File: src/rtl/cpu_types_pkg.sv
// Shared CPU control types: hazard FSM state and the per-stage control bundle.
package cpu_types_pkg;

    localparam logic [4:0] REG_ZERO = 5'd0;

    typedef enum logic [1:0] {
        RUN    = 2'd0,
        BUBBLE = 2'd1,
        HALTED = 2'd2
    } hz_state_t;

    typedef struct packed {
        logic pc_en;
        logic pc_redirect;
        logic ifid_en;
        logic idex_en;
        logic exmem_en;
        logic memwb_en;
        logic ifid_flush;
        logic idex_flush;
        logic exmem_flush;
    } hz_ctrl_t;

    localparam hz_ctrl_t CTRL_OFF = '0;

    localparam hz_ctrl_t CTRL_RUN = '{
        pc_en: 1'b1, pc_redirect: 1'b0,
        ifid_en: 1'b1, idex_en: 1'b1, exmem_en: 1'b1, memwb_en: 1'b1,
        ifid_flush: 1'b0, idex_flush: 1'b0, exmem_flush: 1'b0
    };

    // Squash everything younger than MEM/WB and steer the PC to the target.
    localparam hz_ctrl_t CTRL_REDIRECT = '{
        pc_en: 1'b1, pc_redirect: 1'b1,
        ifid_en: 1'b1, idex_en: 1'b1, exmem_en: 1'b1, memwb_en: 1'b1,
        ifid_flush: 1'b1, idex_flush: 1'b1, exmem_flush: 1'b1
    };

    // Hold PC and IF/ID, inject a bubble into ID/EX, let older work drain.
    localparam hz_ctrl_t CTRL_STALL = '{
        pc_en: 1'b0, pc_redirect: 1'b0,
        ifid_en: 1'b0, idex_en: 1'b1, exmem_en: 1'b1, memwb_en: 1'b1,
        ifid_flush: 1'b0, idex_flush: 1'b1, exmem_flush: 1'b0
    };

endpackage

File: src/rtl/pipeline_hazard_ctrl_if.sv
// Bundle between the pipeline latches and the hazard controller.
interface pipeline_hazard_ctrl_if;
    logic       ihit;
    logic       dhit;
    logic [4:0] id_rs;
    logic [4:0] id_rt;
    logic       ex_MemtoReg;
    logic       ex_RegWr;
    logic [4:0] ex_WrDest;
    logic       mem_MemtoReg;
    logic       mem_MemWr;
    logic       mem_beq;
    logic       mem_bne;
    logic       mem_zero;
    logic       mem_jump;
    logic       mem_jreg;
    logic       mem_jal;
    logic       wb_Halt;
    logic       pc_en;
    logic       pc_redirect;
    logic       ifid_en;
    logic       idex_en;
    logic       exmem_en;
    logic       memwb_en;
    logic       ifid_flush;
    logic       idex_flush;
    logic       exmem_flush;
    logic       halted;

    // Datapath side: presents latch fields, consumes controls.
    modport master (
        output ihit, dhit, id_rs, id_rt, ex_MemtoReg, ex_RegWr, ex_WrDest,
               mem_MemtoReg, mem_MemWr, mem_beq, mem_bne, mem_zero,
               mem_jump, mem_jreg, mem_jal, wb_Halt,
        input  pc_en, pc_redirect, ifid_en, idex_en, exmem_en, memwb_en,
               ifid_flush, idex_flush, exmem_flush, halted
    );

    modport slave (
        input  ihit, dhit, id_rs, id_rt, ex_MemtoReg, ex_RegWr, ex_WrDest,
               mem_MemtoReg, mem_MemWr, mem_beq, mem_bne, mem_zero,
               mem_jump, mem_jreg, mem_jal, wb_Halt,
        output pc_en, pc_redirect, ifid_en, idex_en, exmem_en, memwb_en,
               ifid_flush, idex_flush, exmem_flush, halted
    );
endinterface

File: src/rtl/hazard_detect.sv
// Combinational hazard terms: load-use match, branch/jump taken, data-side wait.
module hazard_detect
    import cpu_types_pkg::*;
(
    input  logic [4:0] id_rs,
    input  logic [4:0] id_rt,
    input  logic       ex_MemtoReg,
    input  logic       ex_RegWr,
    input  logic [4:0] ex_WrDest,
    input  logic       mem_MemtoReg,
    input  logic       mem_MemWr,
    input  logic       dhit,
    input  logic       mem_beq,
    input  logic       mem_bne,
    input  logic       mem_zero,
    input  logic       mem_jump,
    input  logic       mem_jreg,
    input  logic       mem_jal,
    output logic       load_use,
    output logic       taken,
    output logic       data_wait
);
    // $0 is hardwired, so a load targeting it never produces a dependency.
    assign load_use = ex_MemtoReg & ex_RegWr & (ex_WrDest != REG_ZERO) &
                      ((ex_WrDest == id_rs) | (ex_WrDest == id_rt));

    assign taken = (mem_beq & mem_zero) | (mem_bne & ~mem_zero) |
                   mem_jump | mem_jreg | mem_jal;

    assign data_wait = (mem_MemtoReg | mem_MemWr) & ~dhit;
endmodule

File: src/rtl/pipeline_hazard_ctrl.sv
// Stall/bubble/squash/halt controller for the 5-stage pipeline latches.
module pipeline_hazard_ctrl
    import cpu_types_pkg::*;
#(
    parameter int LOAD_BUBBLES = 1,
    parameter int CNT_W        = $clog2(LOAD_BUBBLES + 1)
) (
    input  logic                  CLK,
    input  logic                  RST,
    pipeline_hazard_ctrl_if.slave bus
);
    hz_state_t        state_q, state_d;
    logic [CNT_W-1:0] cnt_q, cnt_d;
    logic             load_use, taken, data_wait;
    hz_ctrl_t         ctrl;
    logic             halted_c;

    hazard_detect u_detect (
        .id_rs        (bus.id_rs),
        .id_rt        (bus.id_rt),
        .ex_MemtoReg  (bus.ex_MemtoReg),
        .ex_RegWr     (bus.ex_RegWr),
        .ex_WrDest    (bus.ex_WrDest),
        .mem_MemtoReg (bus.mem_MemtoReg),
        .mem_MemWr    (bus.mem_MemWr),
        .dhit         (bus.dhit),
        .mem_beq      (bus.mem_beq),
        .mem_bne      (bus.mem_bne),
        .mem_zero     (bus.mem_zero),
        .mem_jump     (bus.mem_jump),
        .mem_jreg     (bus.mem_jreg),
        .mem_jal      (bus.mem_jal),
        .load_use     (load_use),
        .taken        (taken),
        .data_wait    (data_wait)
    );

    always_ff @(posedge CLK or posedge RST) begin
        if (RST) begin
            state_q <= RUN;
            cnt_q   <= '0;
        end else begin
            state_q <= state_d;
            cnt_q   <= cnt_d;
        end
    end

    always_comb begin
        state_d  = state_q;
        cnt_d    = cnt_q;
        ctrl     = CTRL_OFF;
        halted_c = 1'b0;
        if (state_q == HALTED) begin
            halted_c = 1'b1;
        end else if (data_wait) begin
            // Whole pipe freezes; EX/MEM holds so a pending redirect retries later.
            ctrl = CTRL_OFF;
        end else if (taken) begin
            ctrl    = CTRL_REDIRECT;
            state_d = RUN;
            cnt_d   = '0;
        end else if (state_q == BUBBLE) begin
            ctrl  = CTRL_STALL;
            cnt_d = cnt_q - CNT_W'(1);
            if (cnt_q <= CNT_W'(1)) state_d = RUN;
        end else if (load_use) begin
            // This cycle is the first bubble; the counter covers the rest.
            ctrl = CTRL_STALL;
            if (LOAD_BUBBLES > 1) begin
                cnt_d   = CNT_W'(LOAD_BUBBLES - 1);
                state_d = BUBBLE;
            end
        end else if (!bus.ihit) begin
            ctrl = CTRL_STALL;
        end else begin
            ctrl = CTRL_RUN;
        end
        if (bus.wb_Halt) state_d = HALTED;
        if (RST) begin
            ctrl     = CTRL_OFF;
            halted_c = 1'b0;
        end
    end

    assign bus.pc_en       = ctrl.pc_en;
    assign bus.pc_redirect = ctrl.pc_redirect;
    assign bus.ifid_en     = ctrl.ifid_en;
    assign bus.idex_en     = ctrl.idex_en;
    assign bus.exmem_en    = ctrl.exmem_en;
    assign bus.memwb_en    = ctrl.memwb_en;
    assign bus.ifid_flush  = ctrl.ifid_flush;
    assign bus.idex_flush  = ctrl.idex_flush;
    assign bus.exmem_flush = ctrl.exmem_flush;
    assign bus.halted      = halted_c;
endmodule

File: src/flat_wrapper.sv
// flat-port wrapper written by rule: the top's interface ports become plain ports
module pipeline_hazard_ctrl_flat import cpu_types_pkg::*;
#(
    parameter int LOAD_BUBBLES = 1,
    parameter int CNT_W        = $clog2(LOAD_BUBBLES + 1)
)
  (CLK, RST, bus_ihit, bus_dhit, bus_id_rs, bus_id_rt, bus_ex_MemtoReg, bus_ex_RegWr, bus_ex_WrDest, bus_mem_MemtoReg, bus_mem_MemWr, bus_mem_beq, bus_mem_bne, bus_mem_zero, bus_mem_jump, bus_mem_jreg, bus_mem_jal, bus_wb_Halt, bus_pc_en, bus_pc_redirect, bus_ifid_en, bus_idex_en, bus_exmem_en, bus_memwb_en, bus_ifid_flush, bus_idex_flush, bus_exmem_flush, bus_halted);
  pipeline_hazard_ctrl_if bus_i ();
  input  logic CLK;
  input  logic RST;
  input wire logic [$bits(bus_i.ihit)-1:0] bus_ihit;
  input wire logic [$bits(bus_i.dhit)-1:0] bus_dhit;
  input wire logic [$bits(bus_i.id_rs)-1:0] bus_id_rs;
  input wire logic [$bits(bus_i.id_rt)-1:0] bus_id_rt;
  input wire logic [$bits(bus_i.ex_MemtoReg)-1:0] bus_ex_MemtoReg;
  input wire logic [$bits(bus_i.ex_RegWr)-1:0] bus_ex_RegWr;
  input wire logic [$bits(bus_i.ex_WrDest)-1:0] bus_ex_WrDest;
  input wire logic [$bits(bus_i.mem_MemtoReg)-1:0] bus_mem_MemtoReg;
  input wire logic [$bits(bus_i.mem_MemWr)-1:0] bus_mem_MemWr;
  input wire logic [$bits(bus_i.mem_beq)-1:0] bus_mem_beq;
  input wire logic [$bits(bus_i.mem_bne)-1:0] bus_mem_bne;
  input wire logic [$bits(bus_i.mem_zero)-1:0] bus_mem_zero;
  input wire logic [$bits(bus_i.mem_jump)-1:0] bus_mem_jump;
  input wire logic [$bits(bus_i.mem_jreg)-1:0] bus_mem_jreg;
  input wire logic [$bits(bus_i.mem_jal)-1:0] bus_mem_jal;
  input wire logic [$bits(bus_i.wb_Halt)-1:0] bus_wb_Halt;
  output wire logic [$bits(bus_i.pc_en)-1:0] bus_pc_en;
  output wire logic [$bits(bus_i.pc_redirect)-1:0] bus_pc_redirect;
  output wire logic [$bits(bus_i.ifid_en)-1:0] bus_ifid_en;
  output wire logic [$bits(bus_i.idex_en)-1:0] bus_idex_en;
  output wire logic [$bits(bus_i.exmem_en)-1:0] bus_exmem_en;
  output wire logic [$bits(bus_i.memwb_en)-1:0] bus_memwb_en;
  output wire logic [$bits(bus_i.ifid_flush)-1:0] bus_ifid_flush;
  output wire logic [$bits(bus_i.idex_flush)-1:0] bus_idex_flush;
  output wire logic [$bits(bus_i.exmem_flush)-1:0] bus_exmem_flush;
  output wire logic [$bits(bus_i.halted)-1:0] bus_halted;
  assign bus_i.ihit = bus_ihit;
  assign bus_i.dhit = bus_dhit;
  assign bus_i.id_rs = bus_id_rs;
  assign bus_i.id_rt = bus_id_rt;
  assign bus_i.ex_MemtoReg = bus_ex_MemtoReg;
  assign bus_i.ex_RegWr = bus_ex_RegWr;
  assign bus_i.ex_WrDest = bus_ex_WrDest;
  assign bus_i.mem_MemtoReg = bus_mem_MemtoReg;
  assign bus_i.mem_MemWr = bus_mem_MemWr;
  assign bus_i.mem_beq = bus_mem_beq;
  assign bus_i.mem_bne = bus_mem_bne;
  assign bus_i.mem_zero = bus_mem_zero;
  assign bus_i.mem_jump = bus_mem_jump;
  assign bus_i.mem_jreg = bus_mem_jreg;
  assign bus_i.mem_jal = bus_mem_jal;
  assign bus_i.wb_Halt = bus_wb_Halt;
  assign bus_pc_en = bus_i.pc_en;
  assign bus_pc_redirect = bus_i.pc_redirect;
  assign bus_ifid_en = bus_i.ifid_en;
  assign bus_idex_en = bus_i.idex_en;
  assign bus_exmem_en = bus_i.exmem_en;
  assign bus_memwb_en = bus_i.memwb_en;
  assign bus_ifid_flush = bus_i.ifid_flush;
  assign bus_idex_flush = bus_i.idex_flush;
  assign bus_exmem_flush = bus_i.exmem_flush;
  assign bus_halted = bus_i.halted;
  pipeline_hazard_ctrl #(.LOAD_BUBBLES(LOAD_BUBBLES), .CNT_W(CNT_W)) u_core (.CLK(CLK), .RST(RST), .bus(bus_i));
endmodule
File: config.mk
export PLATFORM = sky130hd
export DESIGN_NAME = pipeline_hazard_ctrl_flat
export DESIGN_NICKNAME = d
export VERILOG_FILES = /design/src/rtl/cpu_types_pkg.sv /design/src/rtl/pipeline_hazard_ctrl_if.sv /design/src/rtl/hazard_detect.sv /design/src/rtl/pipeline_hazard_ctrl.sv /design/src/flat_wrapper.sv
export SDC_FILE = /design/constraint.sdc
export NUM_CORES = 1
export LEC_CHECK = 0
export ABC_AREA = 1
export BUFFER_PORTS_ARGS = -buffer_cell sky130_fd_sc_hd__buf_2
export CAP_MARGIN = 20
export CORE_AREA = 2 2 39 41
export CTS_CLUSTER_SIZE = 10
export DETAILED_ROUTE_END_ITERATION = 10
export DIE_AREA = 0 0 41 43
export GPL_TIMING_DRIVEN = 0
export PLACE_DENSITY = 0.67
export SYNTH_ARGS = -nofsm -noshare
export SYNTH_HDL_FRONTEND = slang
export SYNTH_SLANG_ARGS = --single-unit
File: constraint.sdc
create_clock -name CLK -period 1.7 [get_ports CLK]
set_clock_uncertainty 0.15 [all_clocks]
set_input_delay 0.085 -clock CLK [delete_from_list [all_inputs] [get_ports CLK]]
set_output_delay 0.085 -clock CLK [all_outputs]
set_load 0.05 [all_outputs]
; Yosys cells after proc, flatten, opt, wreduce, memory -nomap -nowiden
; Cells that the tools add are included.
[op_classes]
n_addsub = 1
order_cmp = 1
eq_ne = 6
mux = 17
bitwise_logic = 16
reduce_logical = 6
[op_table]
columns = op, count
row1 = 9-bit 2-to-1 mux, 7
row2 = 2-bit 2-to-1 mux, 6
row3 = 5-bit == test, 2
row4 = 1-bit bitwise AND, 6
row5 = 1-bit bitwise OR, 6
row6 = 3-bit nonzero test, 2
row7 = 5-bit nonzero test, 1
row8 = 1-bit 2-to-1 mux, 4
row9 = 2-bit inequality test (second input constant), 2
row10 = 1-bit inverter, 4
row11 = 4-bit AND reduction, 1
row12 = 3-bit AND reduction, 1
row13 = 2-bit by 1-bit == test with 1-bit output (second input constant), 1
row14 = 2-bit == test (second input constant), 1
row15 = 2-bit nonzero test, 1
row16 = 1-bit <= comparator (second input constant), 1
row17 = 1-bit subtractor (second input constant), 1
[totals]
ff_bits = 3
word_cells = 49

; Longest topological paths before layout
[logic_depth]
word_depth = 10
depth_mapped = 10

; Hierarchy
; A second synthesis with hierarchy kept.
[hier_totals]
cells_unflattened = 72
hier_area_um2 = 355.3
[modules_own_cells]
columns = module, n_inst, cells_per_inst, area_each_um2, seq_area_each_um2
row1 = hazard_detect, 1, 51, 227.7, 0.0
row2 = pipeline_hazard_ctrl, 1, 21, 127.6, 25.0

; Worst setup path after synthesis
; Ideal clock, no wire load.
[synth_timing]
path_kind = reg-to-output
startpoint = register u_core.state_q[1]
endpoint = output port bus_pc_en
arrival_time_ns = 2.204
required_ns = 1.465
setup_slack_ns = -0.739
path_stages_with_launch = 5
n_path_buf = 1
cell_sequence = dfrtp_1 > nor3_4 > inv_1 > o21ai_1 > buf_4
[synth_via]
elab_chain_len = 6
word_cells_on_any_way = 7
classes_between = eq/ne: 2 / mux: 5
[synth_rtl]
columns = element, line
row1 = start: declaration, pipeline_hazard_ctrl.sv:12  ; hz_state_t state_q, state_d;
row2 = start signal: assignment, pipeline_hazard_ctrl.sv:43  ; state_q <= state_d;
row3 = 2-bit by 1-bit == test with 1-bit output, pipeline_hazard_ctrl.sv:62  ; end else if (state_q == BUBBLE) begin
row4 = 9-bit 2-to-1 mux, pipeline_hazard_ctrl.sv:62
row5 = 9-bit 2-to-1 mux, pipeline_hazard_ctrl.sv:58  ; end else if (taken) begin
row6 = 9-bit 2-to-1 mux, pipeline_hazard_ctrl.sv:55  ; end else if (data_wait) begin
row7 = 9-bit 2-to-1 mux (*), pipeline_hazard_ctrl.sv:53  ; if (state_q == HALTED) begin
row8 = 9-bit 2-to-1 mux (*), pipeline_hazard_ctrl.sv:79  ; if (RST) begin
row9 = end: declaration, flat_wrapper.sv:27  ; output wire logic [$bits(bus_i.pc_en)-1:0] bus_pc_en;
; Every way passes the cells marked *; elsewhere a longest branch is shown, timed or not.

; Final worst setup path
[layout_timing]
startpoint = input port bus_ex_WrDest[2]
endpoint = output port bus_pc_en
[layout_via]
elab_chain_len = 9
word_cells_on_any_way = 12
classes_between = eq/ne: 2 / mux: 6 / bitwise: 3 / reduce/logical: 1
[layout_rtl]
columns = element, line
row1 = start: declaration, flat_wrapper.sv:17  ; input wire logic [$bits(bus_i.ex_WrDest)-1:0] bus_ex_WrDest;
row2 = 5-bit == test or 5-bit nonzero test (tied branches), "hazard_detect.sv:25, hazard_detect.sv:24"
row3 = 1-bit bitwise OR or 1-bit bitwise AND (tied branches), "hazard_detect.sv:25, hazard_detect.sv:24"
row4 = 1-bit bitwise AND (*), hazard_detect.sv:24  ; assign load_use = ex_MemtoReg & ex_RegWr & (ex_WrDest != REG_ZERO) &
row5 = 9-bit 2-to-1 mux (*), pipeline_hazard_ctrl.sv:66  ; end else if (load_use) begin
row6 = 9-bit 2-to-1 mux (*), pipeline_hazard_ctrl.sv:62
row7 = 9-bit 2-to-1 mux (*), pipeline_hazard_ctrl.sv:58
row8 = 9-bit 2-to-1 mux (*), pipeline_hazard_ctrl.sv:55
row9 = 9-bit 2-to-1 mux (*), pipeline_hazard_ctrl.sv:53
row10 = 9-bit 2-to-1 mux (*), pipeline_hazard_ctrl.sv:79
; Marks and branches as above.

==> summary.log <==
[worst_setup_path] cell type of the slowest stage on the worst timing path sky130_fd_sc_hd__buf_2
[finish] post-layout util 45.5%
[grt] aggregate global routing overflow 0
[job] number of maximum-capacitance violations 0
[finish] area of combinational cells with multiple inputs 259 um2
[routing] Via density 3.92
[worst_setup_path] Critical Path AT 1300 ps
[yosys] post-synthesis share of cell area spent on xor and xnor gates 4.68%
[place] gpl congestion 0.683
[worst_setup_path] crit path buf inv count 4
[clock_network] clk_lat worst skew 0 ps
[yosys] largest family of logic cells by synthesized area simple AND/OR/NAND/NOR gates
[floorplan] Total Die Area 0.00176 mm2
[routing] total number of vias 513
[timing] hold violation count in the final report 0
[finish] area occupied by registers 25.0 um2
[timing] time the worst path needs with I/O delays and setup 1530 ps
[finish] nets 147
[place] Post-Place Setup Slack 176 ps
[finish] number of flip-flops in the largest register 1
[worst_setup_path] critical path required time 1460 ps
[pwr] Max rail drop VDD 0.159 mV
[pwr] sum of internal, switching and leakage power 0.117 mW
[clock_network] number of buffers added for setup after CTS 0
[floorplan] top-level I/O count 40
[yosys] post-synthesis instance area 374 um2
[worst_setup_path] ordered cell list for the critical path buf_2 > nor3_1 > nand3_1 > nand3_1 > inv_1 > nand2_2 > nand3_1 > o21ai_4 > buf_6 > buf_2
[floorplan] initial core utilization 27.0%
[routing] Met1 Routed Length 387 um
[worst_setup_path] family with the most delay on the worst path simple AND/OR/NAND/NOR gates
[finish] filler instances 163
[worst_setup_path] CP Launch Type primary input
[timing] Worst Hold Slack 126 ps
[worst_setup_path] worst setup path category in -> out
[worst_setup_path] critical path's most frequent cell sky130_fd_sc_hd__nand3_1
[place] placed wire-length estimate 833 um
[routing] antenna viol nets, final 0
[grt] initial antenna violation count 0
[worst_setup_path] Setup crit end kind output port
[place] cell area reported after detailed placement 619 um2
[grt] overall fraction of global-route tracks in use 9.24%
[floorplan] horizontal die dimension 41 um
[timing] unrepaired setup endpoints after global routing no
[finish] layout cell share with drive strength beyond 1 49.6%
[grt] number of global-route vias before repair 376
[yosys] distinct cell type count of the synthesized netlist 16
[worst_hold_path] worst hold path type in -> reg
[finish] post-route insts no fill 131
[timing] fmax 653 MHz
[routing] Detailed Route Iter0 Violations 3
[outcome] status finished clean
[floorplan] Core ar. 0.00138 mm2
[yosys] simple-gate area share of the yosys netlist 56.9%
[floorplan] number of core rows 14
[routing] top sig layer met3
[yosys] register area share after synthesis 6.69%
[routing] Total Routed Length 899 um
[finish] register name with the most flops u_core.state_q
[yosys] net count of the mapped netlist 105
[routing] routed wire length on met3 60 um
[grt] wire length of the first global-routing pass 1.24 mm
[yosys] mux cell area share after synthesis 0%
[timing] fin crit share 90.1%
[pwr] Power per Cell Area 187 mW/mm2
[finish] Regs by FF count u_core.state_q x1
[finish] commonest non-fill, non-tap cells in the layout 39 x sky130_fd_sc_hd__buf_2, 25 x sky130_fd_sc_hd__nand2_1, 12 x sky130_fd_sc_hd__inv_1
[worst_setup_path] longest individual stage delay on the worst path 240 ps
[finish] final instance area 629 um2
[worst_setup_path] highest net fanout along the worst path 4
[pwr] Static Leakage 0.430 nW
[yosys] Gate Count Post-Synth 75
[yosys] synthesis-stage register bit count 1
[finish] area delta synth->final 68.2%
[routing] total met2 wirelength after detailed routing 452 um
[yosys] post-synthesis adder-cell area fraction 0%
[timing] # setup viols final 0
[finish] Inserted Diodes 0
[timing] worst-margin pin slew 634 ps
[place] Port-buffer cells 39
[timing] Max Slew Vio Count 0
[grt] largest net degree at the start of global routing 7
[finish] most common cell after layout, fill and taps aside sky130_fd_sc_hd__buf_2
[timing] Max-slew headroom 57.4%
[routing] First-pass DRT Iterations 2
[timing] Sum Neg Setup Slack 0 ps
[routing] drc violations 0
[clock_network] clock-pin slew reported for the worst setup and hold paths after clock tree synthesis 0 ps
[yosys] synthesized-area fraction occupied by ao, oa, aoi and oai cells 2.68%
[yosys] Ys Warns 0
[place] Placed Cells 130
[routing] post-detailed-route wirelength per cell 6.86 um
[timing] smallest setup slack after layout 168 ps
[floorplan] Die H 43 um
[yosys] average cell area after synthesis 4.99 um2
[worst paths after layout]
kind / from / end / slack [ps] / cells after the start
worst max-delay path: bus_ex_WrDest[2] / bus_pc_en / 170 / 10
worst min-delay path: bus_wb_Halt / u_core.state_q[1] / 130 / 2
worst max register to register: u_core.state_q[1] / u_core.state_q[1] / 730 / 1
worst min register to register: u_core.state_q[1] / u_core.state_q[1] / 400 / 1
max in group asynchronous: RST / u_core.state_q[1] / 940 / 3
min in group asynchronous: RST / u_core.state_q[1] / 370 / 3
[per-layer routing]
metal  up-vias  track usage [%]
met5         -                0
met4         0                0
met3         0                0
met2        12             17.5
met1       207             11.6
li1        294                -
[power by group]
group          internal [mW]          switching, mW  total [mW]
sequential            0.0242  0.0000000000000000689      0.0242
clock                      0                      0           0
combinational         0.0452                 0.0480      0.0933
total                 0.0695                 0.0480       0.117
[repair_timing]
item                      in CTS  in global routing
hold buffers                   1                  0
hold endpoints to repair       1                  0
resized for setup              0                  0
[cell type report]
type                            count  share of cell area [%]
Timing Repair Buffer               40                    32.6
Multi-Input combinational cell     50                    41.2
Sequential cell                     1                    3.98
Tap cell                           16                    3.18
Inverter                           19                    11.3
Buffer                              5                    7.75
[kinds of logic after synthesis]
group                     Yosys count
DFF                                 1
buffers and inverters              24
xor gates and xnor gates            2
AOI/OAI and AO/OA                   2
and+or+nand+nor                    46
[synth_stat cells]
cell / number / share of area [%]
sky130_fd_sc_hd__clkinv_1: 1 / 1.0
sky130_fd_sc_hd__nand2_1: 25 / 25
sky130_fd_sc_hd__nand3_2: 1 / 2.7
sky130_fd_sc_hd__nor3_1: 1 / 1.3
sky130_fd_sc_hd__nand2_2: 1 / 1.7
sky130_fd_sc_hd__buf_4: 5 / 10
sky130_fd_sc_hd__inv_1: 13 / 13
sky130_fd_sc_hd__nor2_1: 10 / 10
sky130_fd_sc_hd__or2_2: 1 / 1.7
sky130_fd_sc_hd__xnor2_1: 2 / 4.7
sky130_fd_sc_hd__nand3_1: 5 / 6.7
sky130_fd_sc_hd__inv_2: 5 / 5.0
sky130_fd_sc_hd__dfrtp_1: 1 / 6.7
sky130_fd_sc_hd__o21ai_1: 2 / 2.7
sky130_fd_sc_hd__nor4_2: 1 / 3.3
sky130_fd_sc_hd__nor3_4: 1 / 4.3
Note: power is estimated with default switching activity, not from simulation.
